`src/rtl/rr_arb_burst.sv`:
```
// Round-robin N-way arbiter that holds a registered one-hot grant for a whole burst.
// Latency: grant is registered, so it appears one cycle after the request or release that selects it.
// Backpressure: beats advance only on ack; a MAX_HOLD beat limit force-releases long bursts.
module rr_arb_burst #(
  parameter int N        = 4,
  parameter int MAX_HOLD = 16,
  parameter int IDW      = $clog2(N)
) (
  input  logic           clk,
  input  logic           rst_n,
  input  logic [N-1:0]   req,
  input  logic [N-1:0]   req_last,
  input  logic           ack,
  output logic [N-1:0]   grant,
  output logic           grant_valid,
  output logic [IDW-1:0] grant_id,
  output logic           preempt
);

  // With preemption disabled the counter is never used, so keep it one bit wide.
  localparam int CW = (MAX_HOLD > 0) ? $clog2(MAX_HOLD + 1) : 1;

  typedef enum logic {IDLE = 1'b0, OWN = 1'b1} state_t;

  state_t         state, state_nxt;
  logic [N-1:0]   grant_nxt;
  logic [IDW-1:0] id_nxt;
  logic [IDW-1:0] last_ptr, last_ptr_nxt;
  logic [CW-1:0]  cnt, cnt_nxt;
  logic           preempt_nxt;

  logic           beat, rel_last, rel_drop, rel_max, release_now;
  logic [IDW-1:0] arb_ptr;
  logic [2*N-1:0] req_dbl;
  logic [N-1:0]   req_rot;
  logic           win_found;
  logic [IDW-1:0] win_id;
  logic [N-1:0]   win_oh;
  int             win_idx;

  assign grant_valid = (state == OWN);
  assign beat        = ack && grant_valid;
  assign rel_last    = beat && req_last[grant_id];
  assign rel_drop    = !req[grant_id];
  assign rel_max     = (MAX_HOLD != 0) && beat && (cnt == CW'(MAX_HOLD - 1));
  assign release_now = grant_valid && (rel_last || rel_drop || rel_max);

  // While owning, a release rotates from the current owner; when idle, from the last served.
  assign arb_ptr = grant_valid ? grant_id : last_ptr;

  // Rotate the request vector so bit 0 is the highest-priority requester.
  assign req_dbl = {req, req} >> ({1'b0, arb_ptr} + 1'b1);
  assign req_rot = req_dbl[N-1:0];

  // Pick the first requester in rotated order and map it back to an absolute index.
  always_comb begin
    win_found = 1'b0;
    win_idx   = 0;
    for (int i = 0; i < N; i++) begin
      if (!win_found && req_rot[i]) begin
        win_found = 1'b1;
        win_idx   = int'(arb_ptr) + 1 + i;
      end
    end
    if (win_idx >= N) win_idx = win_idx - N;
    win_id    = IDW'(win_idx);
    win_oh    = '0;
    win_oh[win_id] = 1'b1;
  end

  // Next-state, next-grant, hold counter and preempt pulse.
  always_comb begin
    state_nxt    = state;
    grant_nxt    = grant;
    id_nxt       = grant_id;
    last_ptr_nxt = last_ptr;
    cnt_nxt      = cnt;
    preempt_nxt  = 1'b0;
    if (state == IDLE) begin
      if (win_found) begin
        state_nxt = OWN;
        grant_nxt = win_oh;
        id_nxt    = win_id;
      end
    end else begin
      if (release_now) begin
        last_ptr_nxt = grant_id;
        cnt_nxt      = '0;
        // A last beat landing on the limit is a normal completion, not a preemption.
        preempt_nxt  = rel_max && !rel_last;
        if (win_found) begin
          grant_nxt = win_oh;
          id_nxt    = win_id;
        end else begin
          state_nxt = IDLE;
          grant_nxt = '0;
          id_nxt    = '0;
        end
      end else if (beat && (MAX_HOLD != 0)) begin
        cnt_nxt = cnt + 1'b1;
      end
    end
  end

  // State and output registers; reset leaves requester 0 at top priority.
  always_ff @(posedge clk or negedge rst_n) begin
    if (!rst_n) begin
      state    <= IDLE;
      grant    <= '0;
      grant_id <= '0;
      last_ptr <= IDW'(N - 1);
      cnt      <= '0;
      preempt  <= 1'b0;
    end else begin
      state    <= state_nxt;
      grant    <= grant_nxt;
      grant_id <= id_nxt;
      last_ptr <= last_ptr_nxt;
      cnt      <= cnt_nxt;
      preempt  <= preempt_nxt;
    end
  end

endmodule

```
`config.mk`:
```
export PLATFORM = sky130hd
export DESIGN_NAME = rr_arb_burst
export DESIGN_NICKNAME = d
export VERILOG_FILES = /design/src/rtl/rr_arb_burst.sv
export SDC_FILE = /design/constraint.sdc
export NUM_CORES = 1
export LEC_CHECK = 0
export BUFFER_PORTS_ARGS = -buffer_cell sky130_fd_sc_hd__buf_2
export CAP_MARGIN = 20
export CORE_ASPECT_RATIO = 0.9
export CORE_UTILIZATION = 35
export DETAILED_ROUTE_END_ITERATION = 10
export HOLD_SLACK_MARGIN = 0.05
export PLACE_DENSITY = 0.59
export REMOVE_ABC_BUFFERS = 1
export SYNTH_ARGS = -nofsm -noshare
export SYNTH_HDL_FRONTEND = slang
export SYNTH_SLANG_ARGS = --single-unit
```
`constraint.sdc`:
```
create_clock -name clk -period 2.1 [get_ports clk]
set_input_delay 0.21 -clock clk [delete_from_list [all_inputs] [get_ports clk]]
set_output_delay 0.21 -clock clk [all_outputs]
set_load 0.02 [all_outputs]
```
==> reports/metrics.yaml, run 1 <==
yosys.cell_types.count: 37
slew_headroom: 0.7075
fin_crit_sh: 0.9211
power.leakage_nw: 0.5011
final_layout_size_suffix_gt1_frac: 0.3364
die_area_um2: 2826
outcome: "completed"
netlist.area_leader.share: 0.3552
avgRoutedWirePerCell_um: 13.50
final_cell_area_um2: 1077
dpl-instance-area_um2: 1007
routabilityCongestion: 0.7438
first_pass_grt_wire_length_um: 3077
netlist_top_cells_area: "dfrtp_1, dfstp_2, mux4_2, inv_1, o32ai_1"
holdCritPathClass: "primary input to flip-flop"
grt_pass1_vias: 687
setup.worst_path.start_class: "flip-flop"
yosys_warnings: 0
timing.clock.skew_ns: 0.01004
synth_ff_type: "dfrtp_1"
critical_path.max_fanout: 4
via_per_inst: 5.196
timing_hold_violations_final: 0
numClockSinks: 15
cts_tree: "built"
pd_cells_nw_per_um2: 1253
critical_path_required_ns: 2.32
cts_max_level: 1
initial_core_util: 0.3712
floorplan.rows: 17
synthDominantAreaCellType: "dfrtp_1"
clk_latency_ns: 0.29
synth_enable_flop_cells: 0
clk_root_buffer_cell: "clkbuf_4"
setup_violation_total_in_the_final_timing_report: 0
syn_area_per_cell_um2: 10.29
worst_setup_path_end_kind: "flip-flop"
rsz0062_at_grt: "false"
postSynth.asyncResetShare: 1.000
synth.top_cells.by_count: "dfrtp_1, inv_1, nand2_1"
max_clock_freq_mhz: 517.0
drc: 0
antenna_nets_post_route: 0
timing_worst_setup_path_type: "flip-flop to flip-flop"
dr.first_iter.drc_count: 11
pin_count_of_the_biggest_net_entering_global_routing: 16
n_fill_cell: 250
routed-via-count: 717
routed_wl_um: 1863
ff2ff_setup_slack_ns: 0.17
dp_hpwl_um: 1351
synth.yosys.seq_area_share: 0.4126
max-vdd-ir-drop_mv: 0.7458
layout_stage_area_growth_over_the_synthesis_result_pct: 17.62
drv_cap: 0
timing.hold.ws_ns: 0.2621
antenna_found_initial: 0
synth_seq_cells: 15
num-nets-final: 124
drt_first_pass_iters: 4
cts-root-to-sink-buffers: 2
pin_count: 19
die_width_um: 55.92
post-route-min-period_ns: 1.934
antenna_cells: 0
finalMaxSlewViolations: 0
clk_pin_slew_ns: 0.10
gr_usage_total: 0.1444
port-buffer-count: 18
die_y_um: 50.53
post_synth_inst_count: 89
core-area_um2: 2467
critical_path_arrival_ns: 2.15
tritoncts.num_buffers: 3
worstMarginPinSlew_ns: 0.4387
mappedNetlistArea_um2: 915.9
global_route.overflow_total: 0
setup-tns-final_ns: 0
synth.most_common_cell: "dfrtp_1"
report_power, final:
group	switching, mW	internal, mW
clock	0.102	0.0724
combinational	0.354	0.332
sequential	0.101	0.388
total	0.557	0.793
layer usage:
layer	vias to the layer above	share of wire	GRT usage
li1	362	-	-
met1	336	0.51	0.1903
met2	19	0.43	0.2249
met3	0	0.059	0.06186
met4	0	0	0.02439
met5	-	0	0
metrics by stage:
step | std cells | util | power, mW | setup slack, ns
finish | 138 | 0.4366 | 1.349 | 0.1657
global route | 138 | 0.4366 | 1.459 | 0.006186
CTS | 136 | 0.4244 | 1.312 | 0.07620
detailed placement | 131 | 0.4082 | 1.124 | 0.1350
global placement | 131 | 0.4082 | 1.123 | 0.1642
floorplan | 85 | - | 0.9657 | 0.2603
repair_timing:
action,4_1_cts,5_1_grt
setup buffers,0,2
endpoints found under the setup margin,0,8
endpoints found under the hold margin,13,0
hold buffers,1,0
resized for setup,0,2
flip-flops by register name, indices dropped and copies added, names as in the netlist:
signal and flops:
preempt 1, grant_id 2, cnt 5, grant_valid 1, grant 4, last_ptr 2
logic make-up (layout without fill, tap and decap cells):
logic type	count (synthesis)	after routing	synth area share
buffers and inverters	16	37	0.08606
adder cells (fa/ha/maj)	2	2	0.02732
XOR/XNOR	3	3	0.02869
multiplexers	9	9	0.1434
AO/OA/AOI/OAI	22	22	0.1926
flip-flops	15	15	0.4126
AND/OR/NAND/NOR	22	22	0.1093
cells in the final DEF, fill, tap and decap left out, types with 2 or more instances in the layout:
| master | netlist | routed |
|---|---|---|
| buf_2 | 0 | 18 |
| dfrtp_1 | 13 | 13 |
| inv_1 | 11 | 11 |
| nand2_1 | 8 | 8 |
| nor2_1 | 7 | 7 |
| o22ai_1 | 4 | 4 |
| o32ai_1 | 4 | 4 |
| a21oi_1 | 3 | 3 |
| clkbuf_4 | 0 | 3 |
| nand4_1 | 2 | 2 |
| mux2i_1 | 2 | 2 |
| mux4_2 | 2 | 2 |
| mux2_4 | 2 | 2 |
| xor2_1 | 2 | 2 |
| mux2_2 | 2 | 2 |
| ha_1 | 2 | 2 |
| dfstp_2 | 2 | 2 |
| buf_4 | 1 | 2 |
final timing paths:
path,endpoint,startpoint,cells past startpoint
max,last_ptr[1],cnt[0],7
min,cnt[1],ack,4
max reg2reg,last_ptr[1],cnt[0],7
min reg2reg,grant[0],grant[0],2
max in group asynchronous,last_ptr[0],rst_n,2
min in group asynchronous,grant_valid,rst_n,2
critical path: stages (launching register included):
cell      delay [ns]
dfrtp_1         0.40
ha_1            0.21
and3_1          0.18
ha_1            0.21
nor2b_1         0.21
a221oi_4        0.11
o21a_4          0.26
mux2_4          0.29
final cells by class:
cell class / instances / area (um^2) / share of cell area
Multi-Input combinational cell: 58 / 474.2 / 0.4402
Tap cell: 28 / 35.03 / 0.03252
Inverter: 12 / 45.04 / 0.04181
Sequential cell: 15 / 377.9 / 0.3508
Timing Repair Buffer: 21 / 115.1 / 0.1069
Clock inverter: 1 / 7.507 / 0.006969
Clock buffer: 3 / 22.52 / 0.02091
No activity file was read; power rests on OpenSTA's default activity.
==> run 2: changes to the inputs <==
--- a/config.mk
+++ b/config.mk
@@ -8,10 +8,10 @@
 export BUFFER_PORTS_ARGS = -buffer_cell sky130_fd_sc_hd__buf_2
 export CAP_MARGIN = 20
 export CORE_ASPECT_RATIO = 0.9
-export CORE_UTILIZATION = 35
+export CORE_UTILIZATION = 40
 export DETAILED_ROUTE_END_ITERATION = 10
 export HOLD_SLACK_MARGIN = 0.05
-export PLACE_DENSITY = 0.59
+export PLACE_DENSITY = 0.65
 export REMOVE_ABC_BUFFERS = 1
 export SYNTH_ARGS = -nofsm -noshare
 export SYNTH_HDL_FRONTEND = slang
==> constraint.sdc (replaced) <==
create_clock -name clk -period 1.9 [get_ports clk]
set_input_delay 0.19 -clock clk [delete_from_list [all_inputs] [get_ports clk]]
set_output_delay 0.19 -clock clk [all_outputs]
set_load 0.02 [all_outputs]
==> reports/metrics.yaml, run 2 (synthesis results as in run 1) <==
avgRoutedWirePerCell_um: 12.94  # was 13.50 um
grt_pass1_vias: 676  # was 687
antenna_found_initial: 0  # unchanged
p_sw_mw: 0.6229  # was 0.5569 mW
floorplan.rows: 16  # was 17
routed_wl_um: 1824  # was 1863 um
critical_path.top_delay_family: "compound AO/OA/AOI/OAI gates"  # was adder cells
setup-tns-final_ns: 0  # unchanged
drt_first_pass_iters: 4  # unchanged
worstMarginPinSlew_ns: 0.5101  # was 0.4387 ns
final_layout_size_suffix_gt1_frac: 0.4211  # was 0.3364
finalMaxSlewViolations: 0  # unchanged
timing_worst_setup_path_type: "flip-flop to flip-flop"  # unchanged
die_area_um2: 2485  # was 2826 um^2
post-route-util: 0.5278  # was 0.4366
global_route.overflow_total: 0  # unchanged
first_pass_grt_wire_length_um: 2863  # was 3077 um
cts_tree: "built"  # unchanged
max_clock_freq_mhz: 546.6  # was 517.0 MHz
pwr-share-comb: 0.528  # was 0.509
switching_power_share_of_the_total: 0.4015  # was 0.4127
critical_path.cell_chain: "ha_2, and3_4, ha_4, nor2_2, a221oi_2, buf_4, o21a_4, mux2_4"  # was ha_1, and3_1, ha_1, nor2b_1, a221oi_4, o21a_4, mux2_4
internal_power_mw: 0.9285  # was 0.7926 mW
timing.clock.skew_ns: 0.003862  # was 0.01004 ns
routabilityCongestion: 0.7169  # was 0.7438
layout_stage_area_growth_over_the_synthesis_result_pct: 24.59  # was 17.62%
setup_violation_total_in_the_final_timing_report: 0  # unchanged
post-route-min-period_ns: 1.830  # was 1.934 ns
outcome: "completed"  # unchanged
layout_commonest_cell: "buf_2"  # unchanged
timing_hold_violations_final: 0  # unchanged
max_stage_delay_on_crit_path_ns: 0.37  # was 0.40 ns
final_cell_mix: "buf_2, dfrtp_1, inv_1, nand2_1"  # was buf_2, dfrtp_1, inv_1, nand2_1, nor2_1
slowest_stage: "dfrtp_1"  # unchanged
drc: 0  # unchanged
critical_path_required_ns: 2.11  # was 2.32 ns
numClockSinks: 15  # unchanged
setup.worst_path.start_class: "flip-flop"  # unchanged
via_per_inst: 5.355  # was 5.196
layout_top_registers: "cnt: 5 flops, grant: 4 flops"  # unchanged
highest_layer: "met3"  # unchanged
gr_usage_total: 0.1591  # was 0.1444
largest_reg_flops: 5  # unchanged
cts_max_level: 1  # unchanged
slew_headroom: 0.6600  # was 0.7075
tritoncts.num_buffers: 3  # unchanged
critical_path_arrival_ns: 2.04  # was 2.15 ns
placement.setup.worst_slack_ns: -0.03257  # was 0.1350 ns
drv_cap: 0  # unchanged
routed_length_on_met3_um: 61  # was 109 um
antenna_cells: 0  # unchanged
routed-via-count: 755  # was 717
pin_count: 19  # unchanged
initial_core_util: 0.4236  # was 0.3712
worst_setup_path_end_kind: "flip-flop"  # unchanged
regMostFlops: "cnt"  # unchanged
critical_path.max_fanout: 4  # unchanged
power.leakage_nw: 0.5234  # was 0.5011 nW
met1Wirelength_um: 964  # was 945 um
pin_count_of_the_biggest_net_entering_global_routing: 16  # unchanged
dp_hpwl_um: 1384  # was 1351 um
power.clock.fraction: 0.118  # was 0.129
route.met2.wl_um: 798  # was 807 um
clk_root_buffer_cell: "clkbuf_4"  # unchanged
critical_path_buf_inv_count: 1  # was 0
cts-root-to-sink-buffers: 2  # unchanged
port-buffer-count: 18  # unchanged
clk_pin_slew_ns: 0.09  # was 0.10 ns
dr.first_iter.drc_count: 5  # was 11
antenna_nets_post_route: 0  # unchanged
fin_crit_sh: 0.9629  # was 0.9211
die_width_um: 52.44  # was 55.92 um
n_fill_cell: 215  # was 250
num-nets-final: 128  # was 124
finalWorstSetupSlack_ns: 0.07042  # was 0.1657 ns
rsz0062_at_grt: "true"  # was false
pwr-share-seq: 0.354  # was 0.362
holdCritPathClass: "primary input to flip-flop"  # unchanged
clk_latency_ns: 0.28  # was 0.29 ns
core-area_um2: 2162  # was 2467 um^2
max-vdd-ir-drop_mv: 0.7054  # was 0.7458 mV
die_y_um: 47.40  # was 50.53 um
pd_cells_nw_per_um2: 1360  # was 1253 nW/um^2
[run 2: cell count changes in the layout (fill, tap and decap cells not counted), sizes merged]
cell and delta:
buf +4, clkbuf +1, clkinvlp -1
[run 2: layout make-up]
cell class | count | area, um^2 | area share
clock buffer | 4 | 26.28 | 0.02303
timing repair buffer | 25 | 145.1 | 0.1272
tap | 27 | 33.78 | 0.02961
sequential | 15 | 377.9 | 0.3311
multi-input combinational | 58 | 513.0 | 0.4496
inverter | 12 | 45.04 | 0.03947
[run 2: final timing paths]
kind	startpoint	to	depth (start not counted)	slack (ns)
worst max-delay path	cnt[1]	last_ptr[0]	8	0.07
worst min-delay path	req_last[2]	preempt	4	0.25
worst max register to register	cnt[1]	last_ptr[0]	8	0.07
worst min register to register	cnt[4]	cnt[4]	2	0.53
max in group asynchronous	rst_n	last_ptr[1]	2	1.26
min in group asynchronous	rst_n	grant[3]	2	0.34
[run 2: worst register-to-register path, cell delays in order (launching register included)]
cell      delay (ns)
dfrtp_1         0.37
ha_2            0.18
and3_4          0.19
ha_4            0.14
nor2_2          0.04
a221oi_2        0.24
buf_4           0.17
o21a_4          0.15
mux2_4          0.29
[run 2: power by group through the flow]
stage	Combinational (mW)	Sequential [mW]	Clock [mW]
after floorplan	0.476	0.591	0
after global placement	0.721	0.545	0
after detailed placement	0.729	0.549	0
after CTS	0.756	0.541	0.189
after global routing	0.896	0.565	0.199
final	0.819	0.550	0.183
[run 2: per-stage QoR]
stage / instance area, um^2 / hold WS, ns / total power, mW / instances
final: 1141 / 0.2474 / 1.551 / 141
after floorplan: 882.1 / -0.1056 / 1.067 / 85
after detailed placement: 1028 / 0.1145 / 1.278 / 133
after CTS: 1080 / 0.2469 / 1.487 / 140
after global routing: 1141 / 0.2739 / 1.661 / 141
after global placement: 1028 / 0.1144 / 1.266 / 133
[run 2: layer usage]
metal  vias to the layer above  global-route usage
li1                        376                   -
met4                         0             0.04737
met3                         0             0.02913
met1                       369              0.2222
met5                         -                   0
met2                        10              0.2532
[run 2: timing repair]
action	4_1_cts	5_1_grt
pin swaps	1	1
gates resized for setup	0	11
hold buffers	1	0
setup buffers	2	1
hold endpoints to repair	13	0
setup endpoints to repair	8	13
==> run 3: changes to the inputs <==
--- a/config.mk
+++ b/config.mk
@@ -7,11 +7,13 @@
 export LEC_CHECK = 0
 export BUFFER_PORTS_ARGS = -buffer_cell sky130_fd_sc_hd__buf_2
 export CAP_MARGIN = 20
+export CELL_PAD_IN_SITES_DETAIL_PLACEMENT = 0
+export CELL_PAD_IN_SITES_GLOBAL_PLACEMENT = 2
 export CORE_ASPECT_RATIO = 0.9
-export CORE_UTILIZATION = 40
+export CORE_UTILIZATION = 33
 export DETAILED_ROUTE_END_ITERATION = 10
 export HOLD_SLACK_MARGIN = 0.05
-export PLACE_DENSITY = 0.65
+export PLACE_DENSITY = 0.81
 export REMOVE_ABC_BUFFERS = 1
 export SYNTH_ARGS = -nofsm -noshare
 export SYNTH_HDL_FRONTEND = slang
==> reports/metrics.yaml, run 3 (synthesis results as in run 1) <==
outcome: "finished with violations"  # was completed
failed_checks: "design-rule violations"
routabilityCongestion: 0.7275  # was 0.7169
rsz0062_at_grt: "true"  # unchanged
power.leakage_nw: 0.5268  # was 0.5234 nW
cts-root-to-sink-buffers: 2  # unchanged
routed-via-count: 753  # was 755
r2r-start: "cnt[1]"  # unchanged
timing_worst_setup_path_type: "flip-flop to flip-flop"  # unchanged
via_per_inst: 5.303  # was 5.355
floorplan.rows: 17  # was 16
worst_setup_path_end_kind: "flip-flop"  # unchanged
die_y_um: 51.98  # was 47.40 um
die_area_um2: 2990  # was 2485 um^2
first_pass_grt_wire_length_um: 3208  # was 2863 um
dp_hpwl_um: 1445  # was 1384 um
timing_hold_violations_final: 0  # unchanged
clk_pin_slew_ns: 0.09  # about the same
p_total_mw: 1.580  # was 1.551 mW
layout_top_registers: "cnt: 5 flops, grant: 4 flops"  # unchanged
post-route-min-period_ns: 1.898  # was 1.830 ns
dr.first_iter.drc_count: 9  # was 5
layout_commonest_cell: "buf_2"  # unchanged
critical_path.max_fanout: 4  # unchanged
critical_path_required_ns: 2.11  # about the same
final_cell_mix: "buf_2, dfrtp_1, inv_1, nand2_1"  # unchanged
die_width_um: 57.53  # was 52.44 um
max-vdd-ir-drop_mv: 0.6020  # was 0.7054 mV
fin_crit_sh: 0.9990  # was 0.9629
slew_headroom: 0.7577  # was 0.6600
critical_path_arrival_ns: 2.11  # was 2.04 ns
placement.setup.worst_slack_ns: -0.03812  # was -0.03257 ns
port-buffer-count: 18  # unchanged
regMostFlops: "cnt"  # unchanged
drc: 1  # was 0
antenna_cells: 0  # unchanged
drv_cap: 0  # unchanged
min-delay-start: "ack"  # was req_last[2]
routed_wl_um: 1929  # was 1824 um
global_route.overflow_total: 0  # unchanged
antenna_found_initial: 0  # unchanged
cts_tree: "built"  # unchanged
holdCritPathClass: "primary input to flip-flop"  # unchanged
finalMaxSlewViolations: 0  # unchanged
antenna_nets_post_route: 0  # unchanged
grt_pass1_vias: 707  # was 676
tritoncts.num_buffers: 3  # unchanged
numClockSinks: 15  # unchanged
setup_violation_total_in_the_final_timing_report: 0  # unchanged
worstMarginPinSlew_ns: 0.3533  # was 0.5101 ns
clk_latency_ns: 0.28  # about the same
num-nets-final: 128  # unchanged
startpoint: "cnt[1]"  # unchanged
n_fill_cell: 236  # was 215
layout_stage_area_growth_over_the_synthesis_result_pct: 26.23  # was 24.59%
pd_cells_nw_per_um2: 1367  # was 1360 nW/um^2
core-area_um2: 2531  # was 2162 um^2
clk_root_buffer_cell: "clkbuf_4"  # unchanged
timing.clock.skew_ns: 0.003934  # was 0.003862 ns
max_clock_freq_mhz: 526.8  # was 546.6 MHz
cts_max_level: 1  # unchanged
drt_first_pass_iters: 7  # was 4
pin_count_of_the_biggest_net_entering_global_routing: 16  # unchanged
initial_core_util: 0.3618  # was 0.4236
gr_usage_total: 0.1417  # was 0.1591
pin_count: 19  # unchanged
final_layout_size_suffix_gt1_frac: 0.4298  # was 0.4211
finalWorstSetupSlack_ns: 0.001901  # was 0.07042 ns
avgRoutedWirePerCell_um: 13.58  # was 12.94 um
setup.worst_path.start_class: "flip-flop"  # unchanged
largest_reg_flops: 5  # unchanged
[run 3: cell counts in the layout (fill, tap and decap cells not counted)]
Identical to the previous run, type by type.
[run 3: final cells by class]
type | count | area, um^2 | area share
multi-input combinational | 58 | 526.8 | 0.4556
sequential | 15 | 377.9 | 0.3268
clock buffer | 4 | 26.28 | 0.02273
tap | 28 | 35.03 | 0.03030
timing repair buffer | 25 | 145.1 | 0.1255
inverter | 12 | 45.04 | 0.03896
[run 3: per-stage QoR]
stage	TNS (ns)	utilization	hold WS, ns	cells	cell area [um^2]
3_5_place_dp	-0.08594	0.4098	0.1182	135	1037
6_report	0	0.4567	0.2548	142	1156
2_1_floorplan	0	-	-0.1056	85	882.1
4_1_cts	-0.06518	0.4241	0.2495	140	1074
3_3_place_gp	0	0.4098	0.1115	135	1037
5_1_grt	-0.6856	0.4567	0.2678	142	1156
[run 3: what timing repair did]
item,in CTS,in global routing
resized for setup,0,12
setup buffers,0,2
pin swaps,1,7
hold buffers,1,0
endpoints found under the hold margin,13,0
endpoints found under the setup margin,8,13
[run 3: path summary, 6_finish.rpt]
| check | end | slack (ns) | cells past startpoint |
|---|---|---|---|
| max | last_ptr[1] | 0.002 | 7 |
| min | cnt[1] | 0.25 | 4 |
| max reg2reg | last_ptr[1] | 0.002 | 7 |
| min reg2reg | grant[2] | 0.52 | 2 |
| max in group asynchronous | last_ptr[0] | 1.26 | 2 |
| min in group asynchronous | cnt[4] | 0.34 | 2 |
[run 3: critical path: stages (launching register included)]
cell      delay (ns)
dfrtp_1         0.38
ha_2            0.19
and3_4          0.20
ha_4            0.14
nor2_2          0.04
a221oi_4        0.37
o21a_4          0.21
mux2_4          0.30
[run 3: power by group]
| group | switching (mW) | leakage [nW] | total [mW] | internal, mW |
|---|---|---|---|---|
| Clock | 0.101 | 0.0150 | 0.182 | 0.0813 |
| Sequential | 0.107 | 0.189 | 0.536 | 0.429 |
| Combinational | 0.439 | 0.323 | 0.862 | 0.423 |
[run 3: routing by layer]
metal  wire [um]  global-route usage  part of all wire
met2         869              0.2132              0.45
met4           0             0.02439                 0
met1         974              0.2053              0.50
met5           0                   0                 0
met3          85             0.03731             0.044
